**src/rtl/merc16_control_fsm_if.sv**
```systemverilog
// Control bundle between the MERC-16 control FSM (master) and the
// PC/memory/decode/ALU datapath (slave).
interface merc16_control_fsm_if;
    logic [15:0] Instruction;
    logic        EQ;
    logic        GR;
    logic        LT;
    logic        WritePC;
    logic        InstData;
    logic        WriteMemory;
    logic        WriteIR;
    logic        WriteRegister;
    logic [1:0]  RegData;
    logic [1:0]  RegDest;
    logic [1:0]  RsRd;
    logic        RsRt;
    logic        ZE_SE;
    logic        ALU_SrcA;
    logic [1:0]  ALU_SrcB;
    logic        UpperLower;
    logic [2:0]  ALU_Op;
    logic [1:0]  PC_Src;
    logic        Instr_Done;
    logic        Halted;

    modport master (
        input  Instruction, EQ, GR, LT,
        output WritePC, InstData, WriteMemory, WriteIR, WriteRegister,
               RegData, RegDest, RsRd, RsRt, ZE_SE, ALU_SrcA, ALU_SrcB,
               UpperLower, ALU_Op, PC_Src, Instr_Done, Halted
    );

    modport slave (
        output Instruction, EQ, GR, LT,
        input  WritePC, InstData, WriteMemory, WriteIR, WriteRegister,
               RegData, RegDest, RsRd, RsRt, ZE_SE, ALU_SrcA, ALU_SrcB,
               UpperLower, ALU_Op, PC_Src, Instr_Done, Halted
    );
endinterface

```
**src/rtl/merc16_control_fsm.sv**
```systemverilog
// Multi-cycle MERC-16 control unit: encoded Moore FSM driving every datapath
// strobe and select; only WritePC in BR_CMP follows the comparator flags directly.
module merc16_control_fsm #(
    parameter logic [2:0] BR_CMP_OP   = 3'd7,
    parameter bit         ILLEGAL_NOP = 1'b1
) (
    input logic                  Clock,
    input logic                  Reset,
    merc16_control_fsm_if.master bus
);
    typedef enum logic [4:0] {
        FETCH, PC_INC, PC_WR, EXEC, WB_ALU, WB_IMM, MEM_ADDR, MEM_RD, WB_MEM,
        MEM_WR, JUMP, JR_EXEC, JR_WR, CALL, BR_TGT, BR_CMP, HALT
    } state_t;

    state_t     state;
    state_t     nextState;
    logic [4:0] opcode;
    logic       isRType;
    logic       isImmAlu;
    logic       isBranch;
    logic       isStore;
    logic       branchTaken;
    logic [2:0] execOp;
    logic [1:0] rsRdSel;
    logic       rsRtSel;
    logic       unusedFields;

    assign opcode       = bus.Instruction[15:11];
    assign unusedFields = ^bus.Instruction[10:0];
    assign isRType      = (opcode <= 5'h05);
    assign isImmAlu     = (opcode >= 5'h06) && (opcode <= 5'h08);
    assign isBranch     = (opcode >= 5'h10) && (opcode <= 5'h15);
    assign isStore      = (opcode == 5'h0C);

    // Instruction-class decode: register-file selects, EXEC ALU function, branch condition.
    always_comb begin
        rsRdSel     = 2'd0;
        rsRtSel     = 1'b0;
        execOp      = 3'd0;
        branchTaken = 1'b0;
        if (isRType || isBranch) begin
            rsRtSel = 1'b1;
        end else if (isImmAlu || opcode == 5'h0B) begin
            rsRdSel = 2'd1;
        end else if (isStore || opcode == 5'h0E) begin
            rsRdSel = 2'd2;
        end
        case (opcode)
            5'h00, 5'h01, 5'h02, 5'h03, 5'h04: execOp = opcode[2:0];
            5'h05:   execOp = 3'd7;
            5'h07:   execOp = 3'd5;
            5'h08:   execOp = 3'd6;
            default: execOp = 3'd0;
        endcase
        case (opcode)
            5'h10:   branchTaken = bus.EQ;
            5'h11:   branchTaken = ~bus.EQ;
            5'h12:   branchTaken = bus.LT;
            5'h13:   branchTaken = bus.GR;
            5'h14:   branchTaken = bus.LT | bus.EQ;
            5'h15:   branchTaken = bus.GR | bus.EQ;
            default: branchTaken = 1'b0;
        endcase
    end

    always_ff @(posedge Clock) begin
        if (Reset) state <= FETCH;
        else       state <= nextState;
    end

    // Outputs stay forced low for the whole Reset cycle, whatever state was in flight.
    always_comb begin
        nextState         = state;
        bus.WritePC       = 1'b0;
        bus.InstData      = 1'b0;
        bus.WriteMemory   = 1'b0;
        bus.WriteIR       = 1'b0;
        bus.WriteRegister = 1'b0;
        bus.RegData       = 2'd0;
        bus.RegDest       = 2'd0;
        bus.RsRd          = 2'd0;
        bus.RsRt          = 1'b0;
        bus.ZE_SE         = 1'b0;
        bus.ALU_SrcA      = 1'b0;
        bus.ALU_SrcB      = 2'd0;
        bus.UpperLower    = 1'b0;
        bus.ALU_Op        = 3'd0;
        bus.PC_Src        = 2'd0;
        bus.Instr_Done    = 1'b0;
        bus.Halted        = 1'b0;
        if (!Reset) begin
            if (state != FETCH && state != PC_INC && state != HALT) begin
                bus.RsRd = rsRdSel;
                bus.RsRt = rsRtSel;
            end
            case (state)
                FETCH: begin
                    bus.WriteIR = 1'b1;
                    nextState   = PC_INC;
                end
                PC_INC: begin
                    bus.ALU_SrcB = 2'd1;
                    nextState    = PC_WR;
                end
                PC_WR: begin
                    bus.PC_Src  = 2'd1;
                    bus.WritePC = 1'b1;
                    if (opcode <= 5'h08)      nextState = EXEC;
                    else if (opcode <= 5'h0A) nextState = WB_IMM;
                    else if (opcode <= 5'h0C) nextState = MEM_ADDR;
                    else if (opcode == 5'h0D) nextState = JUMP;
                    else if (opcode == 5'h0E) nextState = JR_EXEC;
                    else if (opcode == 5'h0F) nextState = CALL;
                    else if (isBranch)        nextState = BR_TGT;
                    else begin
                        bus.Instr_Done = ILLEGAL_NOP;
                        nextState      = ILLEGAL_NOP ? FETCH : HALT;
                    end
                end
                EXEC: begin
                    bus.ALU_SrcA = 1'b1;
                    bus.ALU_SrcB = isRType ? 2'd0 : 2'd3;
                    bus.ALU_Op   = execOp;
                    bus.ZE_SE    = (opcode == 5'h06);
                    nextState    = WB_ALU;
                end
                WB_ALU: begin
                    bus.RegData       = 2'd1;
                    bus.WriteRegister = 1'b1;
                    bus.Instr_Done    = 1'b1;
                    nextState         = FETCH;
                end
                WB_IMM: begin
                    bus.RegData       = 2'd3;
                    bus.RegDest       = 2'd1;
                    bus.UpperLower    = (opcode == 5'h0A);
                    bus.WriteRegister = 1'b1;
                    bus.Instr_Done    = 1'b1;
                    nextState         = FETCH;
                end
                MEM_ADDR: begin
                    bus.ALU_SrcA = 1'b1;
                    if (isStore) begin
                        bus.ALU_SrcB = 2'd3;
                        bus.ZE_SE    = 1'b1;
                        nextState    = MEM_WR;
                    end else begin
                        bus.ALU_SrcB = 2'd2;
                        nextState    = MEM_RD;
                    end
                end
                MEM_RD: begin
                    bus.InstData = 1'b1;
                    nextState    = WB_MEM;
                end
                WB_MEM: begin
                    bus.InstData      = 1'b1;
                    bus.WriteRegister = 1'b1;
                    bus.Instr_Done    = 1'b1;
                    nextState         = FETCH;
                end
                MEM_WR: begin
                    bus.InstData    = 1'b1;
                    bus.WriteMemory = 1'b1;
                    bus.Instr_Done  = 1'b1;
                    nextState       = FETCH;
                end
                JUMP: begin
                    bus.WritePC    = 1'b1;
                    bus.Instr_Done = 1'b1;
                    nextState      = FETCH;
                end
                JR_EXEC: begin
                    bus.ALU_SrcA = 1'b1;
                    nextState    = JR_WR;
                end
                JR_WR: begin
                    bus.PC_Src     = 2'd1;
                    bus.WritePC    = 1'b1;
                    bus.Instr_Done = 1'b1;
                    nextState      = FETCH;
                end
                CALL: begin
                    bus.WritePC       = 1'b1;
                    bus.RegDest       = 2'd2;
                    bus.RegData       = 2'd2;
                    bus.WriteRegister = 1'b1;
                    bus.Instr_Done    = 1'b1;
                    nextState         = FETCH;
                end
                BR_TGT: begin
                    bus.ALU_SrcB = 2'd2;
                    nextState    = BR_CMP;
                end
                BR_CMP: begin
                    bus.ALU_SrcA   = 1'b1;
                    bus.ALU_Op     = BR_CMP_OP;
                    bus.PC_Src     = 2'd1;
                    bus.WritePC    = branchTaken;
                    bus.Instr_Done = 1'b1;
                    nextState      = FETCH;
                end
                HALT: begin
                    bus.Halted = 1'b1;
                    nextState  = HALT;
                end
                default: nextState = FETCH;
            endcase
        end
    end
endmodule

```
**src/flat_wrapper.sv**
```systemverilog
// flat-port wrapper written by rule: the top's interface ports become plain ports
module merc16_control_fsm_flat 
#(
    parameter logic [2:0] BR_CMP_OP   = 3'd7,
    parameter bit         ILLEGAL_NOP = 1'b1
)
  (Clock, Reset, bus_Instruction, bus_EQ, bus_GR, bus_LT, bus_WritePC, bus_InstData, bus_WriteMemory, bus_WriteIR, bus_WriteRegister, bus_RegData, bus_RegDest, bus_RsRd, bus_RsRt, bus_ZE_SE, bus_ALU_SrcA, bus_ALU_SrcB, bus_UpperLower, bus_ALU_Op, bus_PC_Src, bus_Instr_Done, bus_Halted);
  merc16_control_fsm_if bus_i ();
  input logic Clock;
  input logic Reset;
  input wire logic [$bits(bus_i.Instruction)-1:0] bus_Instruction;
  input wire logic [$bits(bus_i.EQ)-1:0] bus_EQ;
  input wire logic [$bits(bus_i.GR)-1:0] bus_GR;
  input wire logic [$bits(bus_i.LT)-1:0] bus_LT;
  output wire logic [$bits(bus_i.WritePC)-1:0] bus_WritePC;
  output wire logic [$bits(bus_i.InstData)-1:0] bus_InstData;
  output wire logic [$bits(bus_i.WriteMemory)-1:0] bus_WriteMemory;
  output wire logic [$bits(bus_i.WriteIR)-1:0] bus_WriteIR;
  output wire logic [$bits(bus_i.WriteRegister)-1:0] bus_WriteRegister;
  output wire logic [$bits(bus_i.RegData)-1:0] bus_RegData;
  output wire logic [$bits(bus_i.RegDest)-1:0] bus_RegDest;
  output wire logic [$bits(bus_i.RsRd)-1:0] bus_RsRd;
  output wire logic [$bits(bus_i.RsRt)-1:0] bus_RsRt;
  output wire logic [$bits(bus_i.ZE_SE)-1:0] bus_ZE_SE;
  output wire logic [$bits(bus_i.ALU_SrcA)-1:0] bus_ALU_SrcA;
  output wire logic [$bits(bus_i.ALU_SrcB)-1:0] bus_ALU_SrcB;
  output wire logic [$bits(bus_i.UpperLower)-1:0] bus_UpperLower;
  output wire logic [$bits(bus_i.ALU_Op)-1:0] bus_ALU_Op;
  output wire logic [$bits(bus_i.PC_Src)-1:0] bus_PC_Src;
  output wire logic [$bits(bus_i.Instr_Done)-1:0] bus_Instr_Done;
  output wire logic [$bits(bus_i.Halted)-1:0] bus_Halted;
  assign bus_i.Instruction = bus_Instruction;
  assign bus_i.EQ = bus_EQ;
  assign bus_i.GR = bus_GR;
  assign bus_i.LT = bus_LT;
  assign bus_WritePC = bus_i.WritePC;
  assign bus_InstData = bus_i.InstData;
  assign bus_WriteMemory = bus_i.WriteMemory;
  assign bus_WriteIR = bus_i.WriteIR;
  assign bus_WriteRegister = bus_i.WriteRegister;
  assign bus_RegData = bus_i.RegData;
  assign bus_RegDest = bus_i.RegDest;
  assign bus_RsRd = bus_i.RsRd;
  assign bus_RsRt = bus_i.RsRt;
  assign bus_ZE_SE = bus_i.ZE_SE;
  assign bus_ALU_SrcA = bus_i.ALU_SrcA;
  assign bus_ALU_SrcB = bus_i.ALU_SrcB;
  assign bus_UpperLower = bus_i.UpperLower;
  assign bus_ALU_Op = bus_i.ALU_Op;
  assign bus_PC_Src = bus_i.PC_Src;
  assign bus_Instr_Done = bus_i.Instr_Done;
  assign bus_Halted = bus_i.Halted;
  merc16_control_fsm #(.BR_CMP_OP(BR_CMP_OP), .ILLEGAL_NOP(ILLEGAL_NOP)) u_core (.Clock(Clock), .Reset(Reset), .bus(bus_i));
endmodule
```
**config.mk**
```make
export PLATFORM = sky130hd
export DESIGN_NAME = merc16_control_fsm_flat
export DESIGN_NICKNAME = d
export VERILOG_FILES = /design/src/rtl/merc16_control_fsm_if.sv /design/src/rtl/merc16_control_fsm.sv /design/src/flat_wrapper.sv
export SDC_FILE = /design/constraint.sdc
export NUM_CORES = 1
export LEC_CHECK = 0
export ABC_AREA = 1
export CAP_MARGIN = 20
export CORE_ASPECT_RATIO = 1.25
export CORE_MARGIN = 5
export CORE_UTILIZATION = 44
export CTS_BUF_LIST = sky130_fd_sc_hd__clkbuf_16
export CTS_CLUSTER_DIAMETER = 120
export DETAILED_ROUTE_END_ITERATION = 16
export PLACE_DENSITY_LB_ADDON = 0.12
export REMOVE_ABC_BUFFERS = 1
export SLEW_MARGIN = 20
export SYNTH_ARGS = -nofsm -noshare
export SYNTH_HDL_FRONTEND = slang
export SYNTH_SLANG_ARGS = --single-unit
```
**constraint.sdc**
```tcl
create_clock -name Clock -period 2.8 [get_ports Clock]
set_input_delay 0.28 -clock Clock [delete_from_list [all_inputs] [get_ports Clock]]
set_output_delay 0.28 -clock Clock [all_outputs]
set_load 0.01 [all_outputs]
```
=== Yosys cells after proc, flatten, opt, wreduce, memory -nomap -nowiden ===
Cells that the tools add are included.

* Multiplexer cells: 59
* Bitwise logic cells: 3
* Magnitude comparators: 7
* Reduce and logical (&&, ||, !) cells: 17
* Equal/unequal tests: 38

{| class="wikitable"
|+ Operators by type and width
! operator !! number
|-
| $eq 5x4->1 const B || 15
|-
| $pmux 5 s9 || 1
|-
| $eq 5x3->1 const B || 8
|-
| $eq 5x5->1 const B || 7
|-
| $mux 1 || 30
|-
| $mux 5 || 6
|-
| $eq 5x2->1 const B || 4
|-
| $mux 2 || 10
|-
| $le 5x4->1 const B || 3
|-
| $pmux 3 s4 || 1
|-
| $reduce_or 4->1 || 3
|-
| $eq 5x1->1 const B || 2
|-
| $logic_not 5->1 || 2
|-
| $mux 4 || 2
|-
| $pmux 2 s4 || 1
|-
| $reduce_or 8->1 || 1
|-
| $pmux 1 s2 || 3
|-
| $pmux 1 s6 || 1
|-
| $pmux 2 s3 || 1
|-
| $pmux 3 s2 || 1
|-
| $reduce_or 3->1 || 2
|-
| $ge 5x3->1 const B || 1
|-
| $ge 5x5->1 const B || 1
|-
| $le 5x3->1 const B || 1
|-
| 11 further kinds || 17
|}

* Output and inout port bits: 24
* Register bits after elaboration: 5
* Logic and storage cells: 125

=== Depth between registers and ports, before layout ===
* Depth in word-level cells: 11
* Gate-level depth with buffers: 10

=== Least setup slack after synthesis ===
No wires, ideal clock.

* Kind: reg2out
* Start: register u_core.state[3]
* End: output port bus_RsRd[1]
* Cell stages (with the launch flop): 7
* Buffers on the path: 0
* Required time: 2.520 ns
* Setup slack: 1.420 ns
* Arrival time: 1.100 ns
* Cells stage by stage: dfxtp_1 > inv_2 > nand2_4 > nor2_1 > inv_1 > o211ai_1 > nor3_1

* Longest elaborated chain between the ends: 5
* Elaborated cells between the ends (all ways): 7
* Those cells by class: eq/ne: 2; mux: 2; reduce/logical: 3

{| class="wikitable"
|+ Ends and longest elaborated chain
! what !! line !! source
|-
| start, declared || merc16_control_fsm.sv:16 || <nowiki>state_t state;</nowiki>
|-
| start signal, assigned || merc16_control_fsm.sv:69 || <nowiki>else state <= nextState;</nowiki>
|-
| $ne 5x1->1 / $reduce_bool 5->1 (equally long branches) || merc16_control_fsm.sv:93 || <nowiki>if (state != FETCH && state != PC_INC && state != HALT) begin</nowiki>
|-
| $logic_and 1x1->1 || merc16_control_fsm.sv:93 ||
|-
| $logic_and 1x1->1 * || merc16_control_fsm.sv:93 ||
|-
| $mux 2 * || merc16_control_fsm.sv:93 ||
|-
| $mux 2 * || merc16_control_fsm.sv:92 || <nowiki>if (!Reset) begin</nowiki>
|-
| end, declared || flat_wrapper.sv:22 || <nowiki>output wire logic [$bits(bus_i.RsRd)-1:0] bus_RsRd;</nowiki>
|}

Mark *: on every way between the ends. The rest lies on a longest branch, timed or not.

=== Worst setup path after layout ===
* Start: input port bus_Instruction[11]
* End: output port bus_WritePC

* Longest elaborated chain between the ends: 4
* Elaborated cells between the ends (all ways): 9
* Those cells by class: eq/ne: 6; mux: 3

{| class="wikitable"
|+ Ends and longest elaborated chain
! what !! line !! source
|-
| start, declared || flat_wrapper.sv:11 || <nowiki>input wire logic [$bits(bus_i.Instruction)-1:0] bus_Instruction;</nowiki>
|-
| $eq 5x5->1 || merc16_control_fsm.sv:56 || <nowiki>case (opcode)</nowiki>
|-
| $pmux 1 s6 * || merc16_control_fsm.sv:56 ||
|-
| $pmux 1 s2 * || merc16_control_fsm.sv:97 || <nowiki>case (state)</nowiki>
|-
| $mux 1 * || merc16_control_fsm.sv:92 ||
|-
| end, declared || flat_wrapper.sv:15 || <nowiki>output wire logic [$bits(bus_i.WritePC)-1:0] bus_WritePC;</nowiki>
|}

Marked as above.

==> results.yml <==
logic_synthesis:
  synthArstFlopShare_pct: 0
  synthTopCellsByArea: "nand2_1, dfxtp_1, nand3_1"
  yosysWarnings: 0
  synth_cell_types: 27
  synth_area_sq_um: 919.6
  synth_top_cell_by_area: "nand2_1"
  syn_inst: 178
  yosysMostFrequentCell: "nand2_1"
  synthTopCellsByCount: "nand2_1, nor2_1, inv_1, nand3_1, a21oi_1"
  synth_ff_type: "dfxtp_1"
  synth_area_per_cell_sq_um: 5.166
  synth_edf_count: 0
  ys_seq_elements: 5
  yosysSeqAreaShare_pct: 10.88
  synth_top_area_share_pct: 19.59
pwr:
  power_frac_comb_pct: 40.4
  total_power_mw: 0.5410
  switching_share_pct: 35.44
  internal_power_mw: 0.3492
  p_per_area_mw_per_mm2: 406.3
  vdd_ir_drop_max_mv: 0.3468
  leakagePower_nw: 0.6130
  p_sw_mw: 0.1917
  pwr-share-seq_pct: 16.8
  pwr-share-clk_pct: 42.7
clocking:
  clk_path_buf_depth: 2
  cts_buffers: 3
  clk_latency_ns: 0.23
  ctsResizeCount: 0
  cts_root_buf: "clkbuf_16"
  cts_tree: "built"
  cts_setup_buffers: 0
  cts_sinks: 5
  clk_pin_slew_worst_paths_ns: 0.03
  hold_buffers: 0
  htree_levels: 1
die:
  dieArea_sq_mm: 0.003110
  die_x_um: 50.89
  die_y_um: 61.12
  core_area_sq_mm: 0.001982
  num_rows: 18
  start_util_pct: 46.40
  io_pins: 45
setup_path:
  critPathCaptureType: "primary output"
  arrival_ns: 2.26
  start_kind: "input port"
  path_max_fanout: 10
  path_class: "input port to primary output"
  required_ns: 2.52
placed_design:
  placedCellCount: 227
  io_buffers: 32
  place_area_sq_mm: 0.001252
  gp_congestion: 0.8670
  detailedPlacementHpwl_mm: 2.477
  dp_slack_ns: 0.2922
min_path:
  hp-class: "register to register"
route:
  routed_wl_mm: 3.044
  vias: 1257
  postRouteAntennaNets: 0
  drt_iter0_drc: 19
  post_drt_via_cell_ratio: 5.442
  routedWlPerCell_um: 13.18
  drc: 0
  firstDrtPassIters: 4
run_status:
  status: "finished clean"
timing:
  rsz0062_at_grt: "no"
  fin_worst_skew_ns: 0.001077
  fin_crit_ns: 2.543
  fin_ws_ns: 0.2565
  slew_viol_final: 0
  tns_ns: 0
  fin_crit_sh_pct: 90.84
  hold_violations: 0
  setup_viol: 0
  fmax_ghz: 0.3932
global_route:
  overflow: 0
  antenna_found_initial: 0
  grt_pass1_vias: 1245
  grt_max_degree: 21
  grt_pass1_wl_mm: 4.926
  track_usage_pct: 20.28
finish:
  largest_register: "u_core.state"
  area_growth_pct: 44.76
  top_regs: "u_core.state: 5 flops"
  layout-drive-gt1-share_pct: 16.11
  antennaDiodeCount: 0
  fin_cells: 231
  largest_register_ffs: 5
  fin_area_sq_mm: 0.001331
  fin_nets: 233
flow_run:
  maxCapViolCount: 0
[metal layers]
| metal | share of wire, % | track usage (%) | routed length, um |
|---|---|---|---|
| met1 | 39 | 20.12 | 1181 |
| met2 | 55 | 39.54 | 1680 |
| met3 | 4.7 | 3.390 | 143 |
| met4 | 1.3 | 10.95 | 39 |
| met5 | 0 | 0 | 0 |
[cell type report]
cell class	instances	area [sq um]
Multi-Input combinational cell	138	683.2
Fill cell	193	650.6
Timing Repair Buffer	33	327.8
Inverter	31	116.4
Sequential cell	5	100.1
Clock buffer	3	75.07
Tap cell	20	25.02
Clock inverter	1	3.754
[worst paths after layout]
| check | from | to | slack [ns] | cells past startpoint |
|---|---|---|---|---|
| setup / recovery | bus_Instruction[11] | bus_WritePC | 0.26 | 9 |
| hold / removal | u_core.state[4] | u_core.state[4] | 0.59 | 2 |
| setup reg to reg | u_core.state[2] | u_core.state[2] | 1.52 | 6 |
| hold reg to reg | u_core.state[4] | u_core.state[4] | 0.59 | 2 |
[cells in the final DEF (no fill, tap or decap), types with 2 or more instances in the layout]
cell type and instances:
nand3_2 2, a21oi_1 13, o21ai_1 3, o21ai_0 4, nand4_1 3, nor2_1 20, clkdlybuf4s50_1 32, inv_2 12
inv_1 20, nor4_1 3, dfxtp_1 5, nand2_1 48, nor2_4 4, clkbuf_16 3, nand2_2 3, nor2_2 6
nand3_1 16, nor3_1 5
[per-stage QoR]
step	utilization (%)	hold WS, ns
CTS	67.17	0.5858
floorplan	-	0.3424
global route	67.17	0.6203
finish	67.17	0.5929
global placement	63.19	0.5763
detailed placement	63.19	0.5820
[power groups by stage]
stage | logic [mW] | clock network (mW) | registers [mW]
6_report | 0.219 | 0.231 | 0.0911
5_1_grt | 0.241 | 0.243 | 0.0911
4_1_cts | 0.217 | 0.235 | 0.0904
3_5_place_dp | 0.215 | 0 | 0.0914
3_3_place_gp | 0.214 | 0 | 0.0912
2_1_floorplan | 0.133 | 0 | 0.0890
[kinds of logic (layout without fill, tap and decap cells)]
group / Yosys count / in the layout / synth area share, %
AND/OR/NAND/NOR: 112 / 112 / 58.78
other: 1 / 1 / 0.4078
buffers and inverters: 35 / 68 / 14.83
flip-flops: 5 / 5 / 10.88
AO/OA/AOI/OAI: 25 / 25 / 15.10
[worst max-delay path, cell delays in order]
cell,delay [ns]
clkdlybuf4s50_1,0.62
nor2_2,0.33
nand2_1,0.09
nand2_1,0.07
nand2_1,0.05
nand3_1,0.09
nand2_1,0.05
a21oi_1,0.13
clkdlybuf4s50_1,0.56
Power figures use the tool's default switching activity.
